File: config.mk
export PLATFORM = sky130hd
export DESIGN_NAME = fetch_unit
export DESIGN_NICKNAME = d
export VERILOG_FILES = /design/src/rtl/riscv_pkg.sv /design/src/rtl/fetch_queue.sv /design/src/rtl/fetch_unit.sv
export SDC_FILE = /design/constraint.sdc
export NUM_CORES = 1
export LEC_CHECK = 0
export CAP_MARGIN = 20
export CORE_AREA = 2 2 93 184
export DETAILED_ROUTE_END_ITERATION = 16
export DIE_AREA = 0 0 95 186
export GPL_TIMING_DRIVEN = 0
export PLACE_DENSITY = 0.82
export SKIP_LAST_GASP = 1
export SLEW_MARGIN = 20
export SYNTH_ARGS = -nofsm -noshare
export SYNTH_HDL_FRONTEND = slang
export SYNTH_HIERARCHICAL = 1
export SYNTH_SLANG_ARGS = --single-unit
File: constraint.sdc
create_clock -name clk_i -period 12.3 [get_ports clk_i]
set_input_delay 1.23 -clock clk_i [delete_from_list [all_inputs] [get_ports clk_i]]
set_output_delay 1.23 -clock clk_i [all_outputs]
set_load 0.05 [all_outputs]
File: src/rtl/riscv_pkg.sv
// Shared RISC-V front-end definitions: widths, reset PC, fetch queue entry
// layout and the fetch FSM state encoding.
package riscv_pkg;

    localparam int XLEN = 32;
    localparam int ILEN = 32;

    localparam logic [XLEN-1:0] RESET_PC = 32'h7600_0000;
    localparam logic [XLEN-1:0] PC_STEP  = 32'd4;

    typedef struct packed {
        logic [XLEN-1:0] pc;
        logic [ILEN-1:0] instr;
    } fetch_entry_t;

    typedef enum logic {
        ST_RUN  = 1'b0,
        ST_HALT = 1'b1
    } fetch_state_t;

    // A fetch target is usable only when it is word aligned.
    function automatic logic is_aligned(input logic [XLEN-1:0] addr);
        return (addr[1:0] == 2'b00);
    endfunction

endpackage

File: src/rtl/fetch_queue.sv
// Two-entry synchronous FIFO of fetch entries. Slot 0 is always the head, so
// the head leaves straight from a register with no output mux. Flush empties
// the queue and takes priority over push/pop.
module fetch_queue
    import riscv_pkg::*;
(
    input  logic         clk_i,
    input  logic         rst_i,
    input  logic         push_i,
    input  logic         pop_i,
    input  logic         flush_i,
    input  fetch_entry_t din_i,
    output fetch_entry_t head_o,
    output logic [1:0]   count_o,
    output logic         valid_o
);

    fetch_entry_t r_slot0;
    fetch_entry_t r_slot1;
    logic [1:0]   r_count;

    fetch_entry_t w_slot0_nxt;
    fetch_entry_t w_slot1_nxt;
    logic [1:0]   w_count_nxt;

    // Next-state of the shift-style queue; pop only matters when non-empty,
    // and the caller never pushes into a full queue without a pop.
    always_comb begin
        w_slot0_nxt = r_slot0;
        w_slot1_nxt = r_slot1;
        w_count_nxt = r_count;
        if (flush_i) begin
            w_count_nxt = 2'd0;
        end else begin
            case (r_count)
                2'd0: begin
                    if (push_i) begin
                        w_slot0_nxt = din_i;
                        w_count_nxt = 2'd1;
                    end
                end
                2'd1: begin
                    if (push_i && pop_i) begin
                        w_slot0_nxt = din_i;
                    end else if (push_i) begin
                        w_slot1_nxt = din_i;
                        w_count_nxt = 2'd2;
                    end else if (pop_i) begin
                        w_count_nxt = 2'd0;
                    end
                end
                2'd2: begin
                    if (pop_i) begin
                        w_slot0_nxt = r_slot1;
                        if (push_i) begin
                            w_slot1_nxt = din_i;
                        end else begin
                            w_count_nxt = 2'd1;
                        end
                    end
                end
                default: begin
                    w_count_nxt = 2'd0;
                end
            endcase
        end
    end

    // Head slot and occupancy; head is cleared on reset so decode sees zeros.
    always_ff @(posedge clk_i) begin
        if (rst_i) begin
            r_count <= 2'd0;
            r_slot0 <= '0;
        end else begin
            r_count <= w_count_nxt;
            r_slot0 <= w_slot0_nxt;
        end
    end

    // Second slot is pure data and needs no reset.
    always_ff @(posedge clk_i) begin
        r_slot1 <= w_slot1_nxt;
    end

    assign head_o  = r_slot0;
    assign count_o = r_count;
    assign valid_o = (r_count != 2'd0);

endmodule

File: src/rtl/fetch_unit.sv
// Instruction fetch stage: owns the PC, reads the combinational instruction
// memory at the PC and queues {pc, instr} for decode. Redirects from execute
// flush the queue and reload the PC; a misaligned target halts fetch until an
// aligned redirect or reset.
module fetch_unit
    import riscv_pkg::*;
#(
    parameter logic [31:0] RESET_PC = riscv_pkg::RESET_PC
) (
    input  logic        clk_i,
    input  logic        rst_i,
    output logic [31:0] im_addr_o,
    input  logic [31:0] im_rd_i,
    input  logic        redirect_i,
    input  logic [31:0] redirect_pc_i,
    output logic        instr_valid_o,
    input  logic        instr_ready_i,
    output logic [31:0] instr_o,
    output logic [31:0] pc_o,
    output logic        misalign_o
);

    logic [XLEN-1:0] r_pc;
    fetch_state_t    r_state;
    logic            r_misalign;

    logic [XLEN-1:0] w_pc_nxt;
    fetch_state_t    w_state_nxt;
    logic            w_misalign_nxt;
    logic            w_push;
    logic            w_pop;
    logic            w_valid;
    logic [1:0]      w_count;
    fetch_entry_t    w_din;
    fetch_entry_t    w_head;

    assign w_pop = w_valid && instr_ready_i;
    assign w_din = '{pc: r_pc, instr: im_rd_i};

    // Next PC / FSM: redirect wins over push; push only while running and the
    // queue has room (or is draining a slot this cycle).
    always_comb begin
        w_pc_nxt       = r_pc;
        w_state_nxt    = r_state;
        w_misalign_nxt = r_misalign;
        w_push         = 1'b0;
        if (redirect_i) begin
            if (is_aligned(redirect_pc_i)) begin
                w_pc_nxt       = redirect_pc_i;
                w_state_nxt    = ST_RUN;
                w_misalign_nxt = 1'b0;
            end else begin
                w_pc_nxt       = redirect_pc_i & ~32'd3;
                w_state_nxt    = ST_HALT;
                w_misalign_nxt = 1'b1;
            end
        end else if (r_state == ST_RUN) begin
            if ((w_count != 2'd2) || w_pop) begin
                w_push   = 1'b1;
                w_pc_nxt = r_pc + PC_STEP;
            end
        end
    end

    // PC, FSM state and sticky misalign flag.
    always_ff @(posedge clk_i) begin
        if (rst_i) begin
            r_pc       <= RESET_PC;
            r_state    <= ST_RUN;
            r_misalign <= 1'b0;
        end else begin
            r_pc       <= w_pc_nxt;
            r_state    <= w_state_nxt;
            r_misalign <= w_misalign_nxt;
        end
    end

    fetch_queue u_queue (
        .clk_i   (clk_i),
        .rst_i   (rst_i),
        .push_i  (w_push),
        .pop_i   (w_pop),
        .flush_i (redirect_i),
        .din_i   (w_din),
        .head_o  (w_head),
        .count_o (w_count),
        .valid_o (w_valid)
    );

    assign im_addr_o     = r_pc;
    assign instr_valid_o = w_valid;
    assign instr_o       = w_head.instr;
    assign pc_o          = w_head.pc;
    assign misalign_o    = r_misalign;

endmodule

==> qor.yml <==
status: "complete, no violations"
crit_fanout: 10
hpwl_microns: 16600
swShare: 0.291
layout_common_cells: "clkdlybuf4s50_1, dfxtp_1, nor2b_1, mux2i_1, edfxtp_1"
relSlewSlack: 0.499
ant_nets: 0
synth_edf_count: 64
overflow: 0
root_buffer: "clkbuf_16"
drv_slew: 0
start_util: 0.491
fin_tns_setup_ns: 0
period_share: 0.346
maxCapViolCount: 0
combPwrFrac: 0.164
grt_pass1_wl_microns: 34800
die_x_microns: 95
clock_latency_ns: 0.42
syn_inst: 692
cts-htree-levels: 4
endpoint_kind: "flop"
antenna_found_initial: 0
ir_drop_v: 0.0000784
power_frac_clock: 0.379
crit_arrival_ns: 4.37
fp-row-count: 66
final_area_sq_um: 10500
ctsHoldBuffers: 0
drive_above_1_share: 0.145
tightest_slew_ns: 0.751
grt_start_max_net_pins: 17
antennaDiodeCount: 0
cts-buffers-inserted: 17
min_path_type: "flop to flop"
seq_power_share: 0.457
synth_area_leaders: "dfxtp_1, edfxtp_1, o41ai_2"
die_area_sq_um: 17700
io_pins: 166
clkSinkCount: 163
layout.nets: 951
max_freq_mhz: 235
setup_viol: 0
leakagePower_nw: 3.58
ys_warn_count: 6
rsz0062_at_grt: "false"
synth-async-reset-ratio: 0
p_sw_mw: 0.383
syn_nets: 761
power.internal_mw: 0.935
core_area_sq_um: 16300
syn-cell-area_sq_um: 7990
routed_via_density: 5.93
wirelength_microns: 22300
cts_tree: "done"
yosysTopAreaCellShare: 0.248
syn_avg_cell_area_sq_um: 11.5
multiInputGateArea_sq_um: 3650
yosysSeqAreaShare: 0.489
drtPass1Iterations: 5
vias: 6519
ctsLongestPathBuffers: 2
regArea_sq_um: 3900
synth.distinct_cells: 54
synthFlopType: "dfxtp_1"
finalCriticalPeriod_ns: 4.25
ys_ff_latch: 163
clk_pin_slew_worst_paths_ns: 0.07
crit_path_start_kind: "input port"
routedWlPerCell_microns: 20.3
drt_iter0_drc: 348
grt_pass1_vias: 6717
drc: 0
worstSetupPathType: "input port to flop"
area_growth_pct: 31.4
fillCellCount: 1300
final_common_cell: "clkdlybuf4s50_1"
gp_congestion: 0.933
hold_violations: 0
grt_use_total: 0.256
dieHeight_microns: 186
skew_ns: 0.0131
synth_area_leader_cell: "dfxtp_1"
placed_area_sq_um: 9940
cts_resized: 0
port_buffers: 164
p_per_area_nw_per_um2: 126
cts_setup_buffers: 0
cp_data_required_time_ns: 12.42
worst max-delay path: stages:
cell and delay (ns):
clkdlybuf4s50_1 0.64, inv_1 0.20, clkbuf_1 0.36, clkbuf_1 0.51, and2_1 0.32, nor3b_2 0.41, buf_4 0.26, buf_4 0.21
buf_4 0.22
cell families after synthesis:
kind of cell / synth area share
AOI/OAI and AO/OA: 0.235
xor gates and xnor gates: 0.00658
adders and majority gates: 0.00157
buffers and inverters: 0.0550
DFF: 0.489
muxes: 0.0828
and+or+nand+nor: 0.131
worst paths after layout:
kind                                   start                       endpoint  slack, ns  cells after the start
max reg2reg  u_queue/count_o[1]$_SDFFE_PP0P_   u_queue/r_slot1[0]$_DFFE_PP_       9.10                     10
max                               redirect_i   u_queue/r_slot1[0]$_DFFE_PP_       8.05                      9
min reg2reg        im_addr_o[1]$_SDFFE_PP0P_  u_queue/r_slot1[33]$_DFFE_PP_       0.48                      0
min                im_addr_o[1]$_SDFFE_PP0P_  u_queue/r_slot1[33]$_DFFE_PP_       0.48                      0
power groups by stage:
stage / Sequential, mW / Clock (mW) / Combinational (mW)
global route: 0.604 / 0.525 / 0.228
global placement: 0.614 / 0 / 0.212
floorplan: 0.661 / 0 / 0.0830
detailed placement: 0.614 / 0 / 0.215
finish: 0.602 / 0.500 / 0.216
CTS: 0.602 / 0.505 / 0.216
stage by stage:
step	instances	util	total power, mW	hold WS (ns)	setup slack [ns]
3_3_place_gp	1060	0.608	0.826	0.459	1.20
5_1_grt	1099	0.645	1.36	0.503	7.91
4_1_cts	1099	0.645	1.32	0.487	8.10
3_5_place_dp	1067	0.611	0.829	0.475	7.66
2_1_floorplan	692	-	0.744	0.565	4.93
6_report	1099	0.645	1.32	0.481	8.05
layout make-up:
class | count | share of cell area
plain buffers | 66 | 0.0386
clock buffers | 20 | 0.0435
clock inverters | 12 | 0.00918
inverters | 9 | 0.00322
multi-input cells | 454 | 0.348
flip-flops and latches | 163 | 0.372
well taps | 204 | 0.0243
repair buffers | 171 | 0.161
routing by layer:
layer / track usage / part of all wire / vias to the layer above
li1: - / - / 3055
met3: 0.0494 / 0.049 / 61
met2: 0.465 / 0.54 / 256
met1: 0.270 / 0.36 / 3147
met4: 0.143 / 0.045 / 0
met5: 0 / 0 / -
cells in the mapped netlist, types with 13 or more instances:
cell type	number
dfxtp_1	99
nor2b_1	68
mux2i_1	65
edfxtp_1	64
o21ai_1	57
o41ai_2	56
clkbuf_1	39
nor2_1	24
buf_6	19
o21ai_0	17
nand2_1	13
state kept, by name (all words and copies together) (netlist names):
signal           flops
misalign_o           1
im_addr_o           32
u_queue/head_o      64
u_queue/r_slot1     64
u_queue/count_o      2
(Power assumes the default switching activity.)
